[src/rtl/tetris_ctrl_pkg.sv]
// ---------------------------------------------------------------------------
// tetris_ctrl_pkg
// Shared control definitions between the input controller and the game core.
//   control_type : command word presented to the core (NONE = idle).
//   NUM_BTN      : number of physical buttons, bit i maps to command i+1.
//   btn_to_cmd   : button index -> command.
// ---------------------------------------------------------------------------
package tetris_ctrl_pkg;

    typedef enum logic [3:0] {
        NONE       = 4'd0,
        LEFT       = 4'd1,
        RIGHT      = 4'd2,
        DOWN       = 4'd3,
        DROP       = 4'd4,
        HOLD       = 4'd5,
        ROTATE     = 4'd6,
        ROTATE_REV = 4'd7,
        BAR        = 4'd8
    } control_type;

    localparam int NUM_BTN = 8;

    function automatic control_type btn_to_cmd(input logic [2:0] idx);
        return control_type'({1'b0, idx} + 4'd1);
    endfunction

endpackage

[src/rtl/tetris_ctrl_btn_debounce.sv]
// ---------------------------------------------------------------------------
// btn_debounce
// One button channel: 2-flop synchronizer, debouncer and optional
// auto-repeat (DAS delay then ARR period while held).
// Ports:
//   clk     : system clock, rising edge
//   reset   : synchronous, active-high
//   btn_raw : raw asynchronous button level
//   evt     : single-cycle event (press or auto-repeat)
// ---------------------------------------------------------------------------
module btn_debounce #(
    parameter int DEBOUNCE_CYCLES = 1_000_000,
    parameter int DAS_CYCLES      = 17_000_000,
    parameter int ARR_CYCLES      = 5_000_000,
    parameter bit REPEAT_EN       = 1'b0
) (
    input  logic clk,
    input  logic reset,
    input  logic btn_raw,
    output logic evt
);

    localparam int DW     = (DEBOUNCE_CYCLES > 1) ? $clog2(DEBOUNCE_CYCLES) : 1;
    localparam int RW_DAS = (DAS_CYCLES > 1) ? $clog2(DAS_CYCLES) : 1;
    localparam int RW_ARR = (ARR_CYCLES > 1) ? $clog2(ARR_CYCLES) : 1;
    localparam int RW     = (RW_DAS > RW_ARR) ? RW_DAS : RW_ARR;

    localparam logic [DW-1:0] DB_LAST  = DW'(DEBOUNCE_CYCLES - 1);
    localparam logic [RW-1:0] DAS_LAST = RW'(DAS_CYCLES - 1);
    localparam logic [RW-1:0] ARR_LAST = RW'(ARR_CYCLES - 1);

    logic          sync1, sync2;
    logic [1:0]    sync_vld;
    logic [DW-1:0] db_cnt;
    logic          level, level_q;
    logic          armed;
    logic [RW-1:0] rep_cnt;
    logic [RW-1:0] rep_last;
    logic          in_arr;
    logic          held, press, rep_fire;

    // held: level was already 1 last cycle, so the press cycle itself
    // does not count toward the repeat delay.
    assign held     = level & level_q;
    assign press    = armed & level & ~level_q;
    assign rep_last = in_arr ? ARR_LAST : DAS_LAST;
    assign rep_fire = REPEAT_EN & armed & held & (rep_cnt == rep_last);
    assign evt      = press | rep_fire;

    always_ff @(posedge clk) begin
        if (reset) begin
            sync1    <= 1'b0;
            sync2    <= 1'b0;
            sync_vld <= 2'b00;
            db_cnt   <= '0;
            level    <= 1'b0;
            level_q  <= 1'b0;
            armed    <= 1'b0;
            rep_cnt  <= '0;
            in_arr   <= 1'b0;
        end else begin
            sync1    <= btn_raw;
            sync2    <= sync1;
            sync_vld <= {sync_vld[0], 1'b1};

            if (sync2 == level) begin
                db_cnt <= '0;
            end else if (db_cnt == DB_LAST) begin
                level  <= sync2;
                db_cnt <= '0;
            end else begin
                db_cnt <= db_cnt + 1'b1;
            end

            level_q <= level;

            // After reset the channel stays disarmed until a real released
            // level has been seen, so a button held through reset is ignored
            // until it is let go and pressed again.
            if (sync_vld[1] && !sync2 && !level)
                armed <= 1'b1;

            if (!held || !armed || !REPEAT_EN) begin
                rep_cnt <= '0;
                in_arr  <= 1'b0;
            end else if (rep_fire) begin
                rep_cnt <= '0;
                in_arr  <= 1'b1;
            end else begin
                rep_cnt <= rep_cnt + 1'b1;
            end
        end
    end

endmodule

[src/rtl/tetris_ctrl.sv]
// ---------------------------------------------------------------------------
// tetris_ctrl
// Turns raw buttons and a gravity timer into one command at a time for the
// game core.
// Ports:
//   clk     : system clock, rising edge
//   reset   : synchronous, active-high
//   btn     : raw buttons, bit i -> command i+1 (LEFT..BAR)
//   ready   : core accepts a command this cycle
//   score   : 4-digit BCD score, hundreds digit selects gravity speed
//   ctrl    : registered command to the core, NONE when idle
//   dropped : one-cycle pulse when a button event is discarded
// ---------------------------------------------------------------------------
module tetris_ctrl
    import tetris_ctrl_pkg::*;
#(
    parameter int DEBOUNCE_CYCLES = 1_000_000,
    parameter int DAS_CYCLES      = 17_000_000,
    parameter int ARR_CYCLES      = 5_000_000,
    parameter int GRAVITY_CYCLES  = 50_000_000
) (
    input  logic              clk,
    input  logic              reset,
    input  logic [7:0]        btn,
    input  logic              ready,
    input  logic [15:0]       score,
    output control_type       ctrl,
    output logic              dropped
);

    localparam int GW = (GRAVITY_CYCLES > 1) ? $clog2(GRAVITY_CYCLES) : 1;

    // ---------------- button channels ----------------
    logic [NUM_BTN-1:0] evt;

    genvar i;
    generate
        for (i = 0; i < NUM_BTN; i++) begin : g_btn
            // Only LEFT, RIGHT, DOWN auto-repeat.
            btn_debounce #(
                .DEBOUNCE_CYCLES (DEBOUNCE_CYCLES),
                .DAS_CYCLES      (DAS_CYCLES),
                .ARR_CYCLES      (ARR_CYCLES),
                .REPEAT_EN       ((i <= 2) ? 1'b1 : 1'b0)
            ) u_db (
                .clk     (clk),
                .reset   (reset),
                .btn_raw (btn[i]),
                .evt     (evt[i])
            );
        end
    endgenerate

    // ---------------- arbiter: lowest index wins ----------------
    logic [2:0] win_idx;
    logic       any_evt;
    logic       multi_evt;

    always_comb begin
        win_idx = 3'd0;
        any_evt = 1'b0;
        for (int k = NUM_BTN - 1; k >= 0; k--) begin
            if (evt[k]) begin
                win_idx = 3'(k);
                any_evt = 1'b1;
            end
        end
        multi_evt = (evt & (evt - 8'd1)) != 8'd0;
    end

    // ---------------- gravity ----------------
    logic [2:0]    grav_shift;
    logic [31:0]   grav_period;
    logic [GW-1:0] grav_last;
    logic [GW-1:0] grav_cnt;
    logic          grav_flag;
    logic          grav_expire;
    logic          unused_score;

    assign unused_score = ^{score[15:12], score[7:0]};
    assign grav_shift   = (score[11:8] > 4'd4) ? 3'd4 : score[10:8];
    assign grav_period  = 32'(GRAVITY_CYCLES) >> grav_shift;
    assign grav_last    = (grav_period > 32'd1) ? GW'(grav_period - 32'd1) : '0;
    // >= rather than == so a faster period after a score change takes
    // effect immediately instead of waiting for a wrap.
    assign grav_expire  = ready & (grav_cnt >= grav_last) & ~grav_flag;

    always_ff @(posedge clk) begin
        if (reset) begin
            grav_cnt <= '0;
        end else if (ready) begin
            if (grav_cnt >= grav_last)
                grav_cnt <= grav_flag ? grav_last : '0;
            else
                grav_cnt <= grav_cnt + 1'b1;
        end
    end

    // ---------------- pending slot and presentation ----------------
    logic        slot_full, slot_full_nx;
    control_type slot_cmd, slot_cmd_nx;
    logic        flag_nx;
    logic        ctrl_user;      // ctrl currently shows the slot, not gravity
    logic        consume, consume_slot, consume_flag;
    logic        slot_open;
    logic        drop_nx;
    control_type ctrl_nx;

    assign consume      = ready & (ctrl != NONE);
    assign consume_slot = consume & ctrl_user;
    assign consume_flag = consume & ~ctrl_user;
    // A slot being consumed this edge can take a new event in the same edge.
    assign slot_open    = ~slot_full | consume_slot;
    assign flag_nx      = (grav_flag & ~consume_flag) | grav_expire;
    assign drop_nx      = multi_evt | (any_evt & ~slot_open);

    always_comb begin
        slot_full_nx = slot_full;
        slot_cmd_nx  = slot_cmd;
        if (consume_slot)
            slot_full_nx = 1'b0;
        if (any_evt && slot_open) begin
            slot_full_nx = 1'b1;
            slot_cmd_nx  = btn_to_cmd(win_idx);
        end
    end

    // ctrl is built from next state so a new source shows on the same edge
    // it is captured.
    assign ctrl_nx = slot_full_nx ? slot_cmd_nx : (flag_nx ? DOWN : NONE);

    always_ff @(posedge clk) begin
        if (reset) begin
            slot_full <= 1'b0;
            slot_cmd  <= NONE;
            grav_flag <= 1'b0;
            ctrl      <= NONE;
            ctrl_user <= 1'b0;
            dropped   <= 1'b0;
        end else begin
            slot_full <= slot_full_nx;
            slot_cmd  <= slot_cmd_nx;
            grav_flag <= flag_nx;
            dropped   <= drop_nx;
            // A shown command is frozen until the core takes it.
            if (ready || ctrl == NONE) begin
                ctrl      <= ctrl_nx;
                ctrl_user <= slot_full_nx;
            end
        end
    end

endmodule

[config.mk]
export PLATFORM = sky130hd
export DESIGN_NAME = tetris_ctrl
export DESIGN_NICKNAME = d
export VERILOG_FILES = /design/src/rtl/tetris_ctrl_pkg.sv /design/src/rtl/tetris_ctrl_btn_debounce.sv /design/src/rtl/tetris_ctrl.sv
export SDC_FILE = /design/constraint.sdc
export NUM_CORES = 1
export LEC_CHECK = 0
export ABC_AREA = 1
export CAP_MARGIN = 20
export CORE_ASPECT_RATIO = 1.1
export CORE_UTILIZATION = 40
export DETAILED_ROUTE_END_ITERATION = 7
export SLEW_MARGIN = 20
export SYNTH_ARGS = -nofsm -noshare
export SYNTH_HDL_FRONTEND = slang
export SYNTH_SLANG_ARGS = --single-unit
[constraint.sdc]
create_clock -name clk -period 3.65 [get_ports clk]
set_input_delay 0.73 -clock clk [delete_from_list [all_inputs] [get_ports clk]]
set_output_delay 0.73 -clock clk [all_outputs]
set_load 0.02 [all_outputs]
==> flow_metrics.tcl, run 1 <==
set metrics [dict create \
    drc 0 \
    wirelength_met1_um 15700 \
    die_w_um 193 \
    cts_buffer_depth 3 \
    ios 32 \
    wl_met3_um 1120 \
    dr_wl_met2_um 15100 \
    post_dp_cell_area_sq_um 17000 \
    syn2layout_area_growth_pct 14.3 \
    cts_resized 0 \
    n_fill_cell 4005 \
    totalWireLength_um 32700 \
    cts_tree "built" \
    root_buffer "clkbuf_16" \
    maxCapViolCount 0 \
    fin_crit_sh 0.918 \
    critical_path.max_fanout 5 \
    wl_per_cell_um 11.6 \
    syn_area_per_cell_sq_um 7.17 \
    grt_pass1_vias 12998 \
    grt_max_degree 40 \
    critPathCaptureType "flop" \
    design_area_sq_um 18300 \
    core-area_sq_um 39400 \
    status "finished clean" \
    layout-drive-gt1-share 0.0982 \
    vias 13741 \
    syn_inst 2234 \
    final_net_count 2365 \
    fin_skew_ps 27.4 \
    drv_slew 0 \
    utilization 0.465 \
    grt_remaining_overflow 0 \
    critical_path_required_ps 4070 \
    rows 76 \
    async_reset_ff_frac 0 \
    io_buffers 19 \
    min_path_type "flop to flop" \
    synth_cell_types 54 \
    grt_pass1_wl_um 57400 \
    hold_ws_ps 403 \
    critPathKind "input pin to flop" \
    slew_headroom 0.447 \
    p_per_area_nw_per_um2 423 \
    cts_buffers 38 \
    hpwl_um 23700 \
    ir_drop_mv 0.265 \
    initial_utilization 0.407 \
    arrival_ps 3770 \
    antenna_found_initial 0 \
    ys.warnings.count 0 \
    synth_edf_count 0 \
    drt_iter0_drc 531 \
    die_area_sq_um 40900 \
    cts_max_level 2 \
    cts_num_sinks 318 \
    synth_seq_cells 318 \
    num_antenna_cells 0 \
    max_freq_mhz 299 \
    cts_hold_buffers 0 \
    clkTransAtPathRegs_ps 60 \
    cts_setup_buffers 0 \
    worstMarginPinSlew_ps 828 \
    gp_congestion 0.842 \
    die_y_um 212 \
    grt_usage 0.166 \
    avgViaCountPerCell 4.86 \
    clk_latency_ps 540 \
    p_leak_uw 0.00707 \
    drtPass1Iterations 4 \
    maxUsedRoutingLayer "met4" \
    critPathLaunchType "input pin" \
    fin_crit_ps 3350 \
    ant_nets 0 \
    finalPower_uw 7740 \
    finalSetupViolations 0 \
    synth.cell_area_sq_um 16000 \
    synth_flop_cell "dfxtp_1" \
    finalHoldViolCount 0 \
    synth-seq-area-share 0.397 \
]
==> worst max-delay path: stages <==
cell and delay (ps):
clkdlybuf4s50_1 410, nor2_2 120, inv_1 60, nor2_1 110, inv_1 70, nor2_2 120, inv_1 80, ha_1 220
nand2_1 100, inv_1 80, o22ai_2 130, ha_1 270, nand2_1 110, nor2_1 60, o211ai_1 80, nand3_1 100
nand2_1 80, nand3_2 150, nand2_2 110, inv_2 90, buf_4 140, nand2_1 70, nand2_1 50, o21ai_0 170
inv_1 50
==> state kept, by name, indices dropped and copies added (netlist names), 4 cells and up <==
| register | count |
|---|---|
| g_btn.u_db.level_q | 8 |
| slot_cmd | 4 |
| g_btn.u_db.armed | 8 |
| g_btn.u_db.level | 8 |
| g_btn.u_db.rep_cnt | 75 |
| g_btn.u_db.sync2 | 8 |
| g_btn.u_db.db_cnt | 160 |
| grav_cnt | 26 |
| ctrl | 4 |
| g_btn.u_db.sync1 | 8 |
==> report_power, final <==
group | switching, uW | internal [uW] | leakage (uW)
clock network | 1470 | 2340 | 0.000626
registers | 47.3 | 3520 | 0.00257
logic | 210 | 156 | 0.00387
==> layer usage <==
| metal | up-vias | GRT usage |
|---|---|---|
| met4 | 0 | 0.0521 |
| li1 | 7349 | - |
| met2 | 153 | 0.279 |
| met3 | 65 | 0.0274 |
| met1 | 6174 | 0.215 |
| met5 | - | 0 |
==> metrics by stage <==
stage / worst slack (ps) / std cells / setup TNS [ps]
6_report: 301 / 2829 / 0
5_1_grt: -41.4 / 2829 / -145
4_1_cts: 240 / 2829 / 0
3_5_place_dp: -326 / 2764 / -7810
3_3_place_gp: -211 / 2764 / -4510
2_1_floorplan: 210 / 2236 / 0
==> area by class of cell <==
cell class | instances | area, sq um | area share
clock inverter | 14 | 193 | 0.0105
tap | 507 | 634 | 0.0346
multi-input combinational | 1528 | 8200 | 0.448
timing repair buffer | 61 | 538 | 0.0294
clock buffer | 51 | 1070 | 0.0585
sequential | 318 | 6370 | 0.348
inverter | 350 | 1310 | 0.0717
==> synthesized netlist by cell type, types with 18 or more instances <==
cell type | number | area (sq um)
o21ai_0 | 39 | 195
xnor2_1 | 21 | 184
nor2_2 | 26 | 163
nor2_1 | 334 | 1250
o21a_1 | 26 | 195
a21oi_1 | 138 | 691
xor2_1 | 41 | 359
ha_1 | 41 | 513
nand3_2 | 24 | 240
clkbuf_1 | 18 | 67.6
o211ai_1 | 21 | 158
dfxtp_1 | 318 | 6370
nand4_1 | 45 | 282
nand2_1 | 384 | 1440
nor3b_1 | 35 | 263
nand3_1 | 107 | 536
inv_1 | 339 | 1270
nor4_1 | 31 | 194
nor3_1 | 88 | 440
==> path summary, 6_finish.rpt <==
kind / startpoint / endpoint / slack, ps / cells after the start
worst min register to register: g_btn[0].u_db.sync_vld[0] / g_btn[3].u_db.sync_vld[1] / 400 / 2
worst min-delay path: g_btn[0].u_db.sync_vld[0] / g_btn[3].u_db.sync_vld[1] / 400 / 2
worst max register to register: g_btn[2].u_db.rep_cnt[0] / ctrl[1] / 1240 / 13
worst max-delay path: score[11] / grav_cnt[13] / 300 / 25
==> cell families after synthesis <==
group                      after synthesis  synth area share
xor gates and xnor gates                62            0.0339
DFF                                    318             0.397
AOI/OAI and AO/OA                      266            0.0958
adders and majority gates               41            0.0320
buffers and inverters                  390            0.0934
other                                    2          0.000469
and+or+nand+nor                       1155             0.347
==> cells in the final DEF, fill, tap and decap left out, types with 41 or more instances in the layout <==
master and instances:
nor2_1 332, inv_1 339, nand3_1 107, a21oi_1 138, nor3_1 88, nand4_1 45
dfxtp_1 318, ha_1 41, nand2_1 383, xor2_1 41
Note: power is estimated with default switching activity, not from simulation.
==> inputs of run 2 (changes only) <==
--- a/config.mk
+++ b/config.mk
@@ -8,6 +8,7 @@
 export ABC_AREA = 1
 export CAP_MARGIN = 20
 export CORE_ASPECT_RATIO = 1.1
+export CORE_MARGIN = 2
 export CORE_UTILIZATION = 40
 export DETAILED_ROUTE_END_ITERATION = 7
 export SLEW_MARGIN = 20
==> flow_metrics.tcl, run 2 (synthesized netlist as in run 1, its figures left out) <==
set metrics [dict create \
    critical_path_required_ps 4080 \
    grt_pass1_vias 13183 \
    num_antenna_cells 0 \
    cts_hold_buffers 0 \
    ir_drop_mv 0.342 \
    critPathKind "input pin to flop" \
    grt_usage 0.161 \
    cp_num_cells 19 \
    root_buffer "clkbuf_16" \
    die_w_um 195 \
    reg2reg_depth 13 \
    critical_path.max_fanout 9 \
    arrival_ps 3690 \
    critPathLaunch "score[11]" \
    crit_end "grav_cnt[14]" \
    final_cells 2825 \
    clkPwrFrac 0.500 \
    crit_slowest_cell "clkdlybuf4s50_1" \
    min-delay-start "g_btn[1].u_db.sync1" \
    path_delay_family "buffers and inverters" \
    avgViaCountPerCell 4.88 \
    wl_per_cell_um 11.7 \
    syn2layout_area_growth_pct 14.0 \
    grt_max_degree 42 \
    p_sw_frac 0.222 \
    min_path_type "flop to flop" \
    n_fill_cell 3987 \
    max_freq_mhz 306 \
    critPathLaunchType "input pin" \
    hold_ws_ps 400 \
    clkTransAtPathRegs_ps 60 \
    rsz0062_at_grt "false" \
    grt_pass1_wl_um 58200 \
    fin_skew_ps 28.9 \
    vias 13797 \
    drt_iter0_drc 558 \
    ant_nets 0 \
    die_y_um 214 \
    multi_input_area_sq_um 8180 \
    cts_max_level 2 \
    reg_top3 "g_btn.u_db.db_cnt x160, g_btn.u_db.rep_cnt x75, grav_cnt x26" \
    p_seq_frac 0.455 \
    final.setup.tns_ps 0 \
    die_area_sq_um 41700 \
    totalWireLength_um 33100 \
    finalHoldViolCount 0 \
    critPathBufInv 7 \
    utilization 0.464 \
    status "finished clean" \
    internal_power_uw 6090 \
    dp_cells 2756 \
    cts_num_sinks 318 \
    rows 76 \
    io_buffers 19 \
    crit_top_cell "inv_1" \
    gp_congestion 0.879 \
    clk_latency_ps 540 \
    slew_headroom 0.401 \
    final_net_count 2357 \
    r2r_setup_slack_ps 1000 \
    largest-register "g_btn.u_db.db_cnt" \
    grt_remaining_overflow 0 \
    cts_setup_buffers 0 \
    cts_buffer_depth 3 \
    p_per_area_nw_per_um2 428 \
    drtPass1Iterations 6 \
    pwr-share-comb 0.044 \
    seqCellArea_sq_um 6370 \
    finalSetupViolations 0 \
    power.switching_uw 1740 \
    fin_crit_ps 3270 \
    finalPower_uw 7820 \
    drc 0 \
    drv_slew 0 \
    hpwl_um 24200 \
    maxCapViolCount 0 \
    critPathCaptureType "flop" \
    max_stage_delay_ps 410 \
    worstMarginPinSlew_ps 896 \
    cts_buffers 38 \
    cts_tree "built" \
    layout_common_cells "nand2_1, inv_1, nor2_1" \
    fin_crit_sh 0.895 \
    rr_endpoint "g_btn[6].u_db.db_cnt[9]" \
    ios 32 \
    worstPathCellList "clkdlybuf4s50_1, nor2_2, inv_1, buf_4, nor2_1, inv_1, nor2_1, inv_1, ha_1, a21oi_1, o21a_1, nand2_1, nor2_1, nand3_2, nand2_2, buf_4, o21ai_0, o21ai_0, inv_1" \
    final_common_cell "nand2_1" \
    largest_reg_flops 160 \
    layout-drive-gt1-share 0.0962 \
    antenna_found_initial 0 \
    r2r_start "g_btn[6].u_db.db_cnt[0]" \
    p_leak_uw 0.00705 \
    initial_utilization 0.407 \
    core-area_sq_um 39400 \
]
==> run 2: changes by cell type in the layout (fill, tap and decap cells not counted), moves of 2 or more <==
cell	before	now
buf_12	3	1
clkbuf_8	5	11
clkbuf_1	7	5
inv_6	0	3
buf_4	39	33
clkinv_2	8	6
==> run 2: metrics by stage <==
step                worst slack [ps]  instance area [sq um]
floorplan                        210                  16000
global placement                -147                  16900
detailed placement              -204                  16900
CTS                              349                  18300
global route                    27.3                  18300
finish                           384                  18300
==> run 2: final cells by class <==
cell class                 count  area share
clock inverter                15      0.0110
inverter                     350      0.0719
clock buffer                  54      0.0614
sequential                   318       0.348
multi-input combinational   1528       0.448
tap                          507      0.0347
timing repair buffer          53      0.0248
==> run 2: what timing repair did <==
item | in CTS | in global routing
setup endpoints to repair | 0 | 13
gates resized for setup | 0 | 4
endpoints found under the hold margin | 0 | 0
==> run 2: how the worst min path moves through the flow <==
stage | to | slack, ps | cells after the start
after floorplan | g_btn[0].u_db.sync2 | 390 | 2
after global placement | g_btn[0].u_db.sync2 | 390 | 2
after detailed placement | g_btn[1].u_db.sync2 | 400 | 2
after CTS | g_btn[1].u_db.sync2 | 400 | 2
after global routing | g_btn[1].u_db.sync2 | 420 | 2
final | g_btn[1].u_db.sync2 | 400 | 2
==> run 2: power groups by stage <==
stage               logic, uW  clock network (uW)  registers, uW
floorplan                 226                   0           3630
global placement          335                   0           3640
detailed placement        342                   0           3640
CTS                       344                4040           3560
global route              398                4180           3570
finish                    345                3920           3560
==> run 2: worst register-to-register path, cell delays in order, from the launching register on <==
cell and delay (ps):
dfxtp_1 320, ha_1 200, nand2_1 80, nor2_1 40
inv_1 80, nor2_2 50, nand2_1 100, nor2_1 50
inv_1 80, nor4_1 80, nor2_1 620, clkinv_1 510
a21oi_1 240, o21a_1 150
==> run 2: metal layers <==
metal,up-vias,track usage,routed length (um)
met5,-,0,0
met4,0,0.0473,660
met3,54,0.0228,889
met2,136,0.284,15800
met1,6272,0.204,15800
li1,7335,-,-
==> inputs of run 3 (changes only) <==
--- a/config.mk
+++ b/config.mk
@@ -11,6 +11,7 @@
 export CORE_MARGIN = 2
 export CORE_UTILIZATION = 40
 export DETAILED_ROUTE_END_ITERATION = 7
+export MAX_ROUTING_LAYER = met4
 export SLEW_MARGIN = 20
 export SYNTH_ARGS = -nofsm -noshare
 export SYNTH_HDL_FRONTEND = slang
==> flow_metrics.tcl, run 3 (synthesized netlist as in run 1, its figures left out) <==
set metrics [dict create \
    cts_buffer_depth 3 \
    clkTransAtPathRegs_ps 60 \
    design_area_sq_um 18300 \
    layout-drive-gt1-share 0.0962 \
    clk_latency_ps 540 \
    drv_slew 0 \
    root_buffer "clkbuf_16" \
    io_buffers 19 \
    cts_num_sinks 318 \
    cts_hold_buffers 0 \
    finalPower_uw 7820 \
    grt_remaining_overflow 0 \
    critical_path.max_fanout 9 \
    grt_usage 0.166 \
    core-area_sq_um 39400 \
    vias 13805 \
    drc 0 \
    rsz0062_at_grt "false" \
    ios 32 \
    ir_drop_mv 0.342 \
    drt_iter0_drc 547 \
    ant_nets 0 \
    critPathLaunchType "input pin" \
    reg_top3 "g_btn.u_db.db_cnt x160, g_btn.u_db.rep_cnt x75, grav_cnt x26" \
    antenna_found_initial 0 \
    status "finished clean" \
    drtPass1Iterations 5 \
    setup_ws_ps 394 \
    num_antenna_cells 0 \
    critical_path_required_ps 4080 \
    grt_pass1_vias 13177 \
    multi_input_area_sq_um 8180 \
    largest-register "g_btn.u_db.db_cnt" \
    die_w_um 195 \
    fin_crit_sh 0.892 \
    final.setup.tns_ps 0 \
    grt_pass1_wl_um 58200 \
    gp_congestion 0.895 \
    maxCapViolCount 0 \
    wl_per_cell_um 11.7 \
    max_freq_mhz 307 \
    cts_tree "built" \
    cts_max_level 2 \
    layout_common_cells "nand2_1, inv_1, nor2_1" \
    fin_crit_ps 3260 \
    initial_utilization 0.407 \
    cts_buffers 38 \
    hpwl_um 24200 \
    finalHoldViolCount 0 \
    post-place-ws_ps -204 \
    critPathKind "input pin to flop" \
    seqCellArea_sq_um 6370 \
    largest_reg_flops 160 \
    avgViaCountPerCell 4.89 \
    grt_max_degree 42 \
    n_fill_cell 3987 \
    slew_headroom 0.408 \
    fin_skew_ps 29.0 \
    arrival_ps 3680 \
    final_common_cell "nand2_1" \
    p_per_area_nw_per_um2 428 \
    post_dp_cell_area_sq_um 16900 \
    worstMarginPinSlew_ps 886 \
    die_y_um 214 \
    p_leak_uw 0.00705 \
    critPathCaptureType "flop" \
    min_path_type "flop to flop" \
    die_area_sq_um 41700 \
    totalWireLength_um 33100 \
    syn2layout_area_growth_pct 14.0 \
    final_net_count 2357 \
    finalSetupViolations 0 \
    rows 76 \
]
## run 3: cell counts in the layout (fill, tap and decap cells not counted)
No cell type changed its count.
## run 3: report_power, final
group,internal [uW],switching (uW),leakage (uW)
clock network,2430,1480,0.000654
registers,3520,47.5,0.00257
logic,140,205,0.00382
## run 3: final timing paths
path / slack [ps] / from / end / cells past startpoint
worst max-delay path: 390 / score[11] / grav_cnt[14] / 23
worst min-delay path: 400 / g_btn[1].u_db.sync1 / g_btn[1].u_db.sync2 / 2
worst max register to register: 1000 / g_btn[6].u_db.db_cnt[0] / g_btn[6].u_db.db_cnt[9] / 13
worst min register to register: 400 / g_btn[1].u_db.sync1 / g_btn[1].u_db.sync2 / 2
## run 3: through the flow
| step | std cells | hold slack (ps) | util |
|---|---|---|---|
| 3_3_place_gp | 2756 | 389 | 0.430 |
| 5_1_grt | 2825 | 423 | 0.464 |
| 3_5_place_dp | 2756 | 396 | 0.430 |
| 6_report | 2825 | 399 | 0.464 |
| 2_1_floorplan | 2236 | 388 | - |
| 4_1_cts | 2825 | 402 | 0.464 |
## run 3: critical path: stages
cell and delay (ps):
clkdlybuf4s50_1 410, nor2_2 120, inv_1 70, nor2_2 100
inv_1 60, nor2_1 120, inv_1 70, ha_1 210
nand2_1 70, inv_1 50, o22ai_1 160, ha_1 280
nand2_1 100, nor2_1 60, o211ai_1 80, nand3_1 110
nand2_1 80, nand3_2 150, nand2_2 110, buf_4 180
o21ai_0 120, o21ai_0 190, inv_1 50
## run 3: repair_timing
action | CTS | global route
setup endpoints to repair | 0 | 13
gates resized for setup | 0 | 4
setup buffers | 0 | 0
## run 3: metal layers
metal,vias to the layer above,share of wire,GRT usage
met5,-,0,-
met4,0,0.020,0.0473
met3,57,0.026,0.0227
met2,137,0.48,0.284
met1,6274,0.48,0.204
li1,7337,-,-
## run 3: final cells by class
type                            instances  share of cell area
Clock buffer                           54              0.0614
Clock inverter                         15              0.0110
Inverter                              350              0.0719
Multi-Input combinational cell       1528               0.448
Sequential cell                       318               0.348
Tap cell                              507              0.0347
Timing Repair Buffer                   53              0.0248
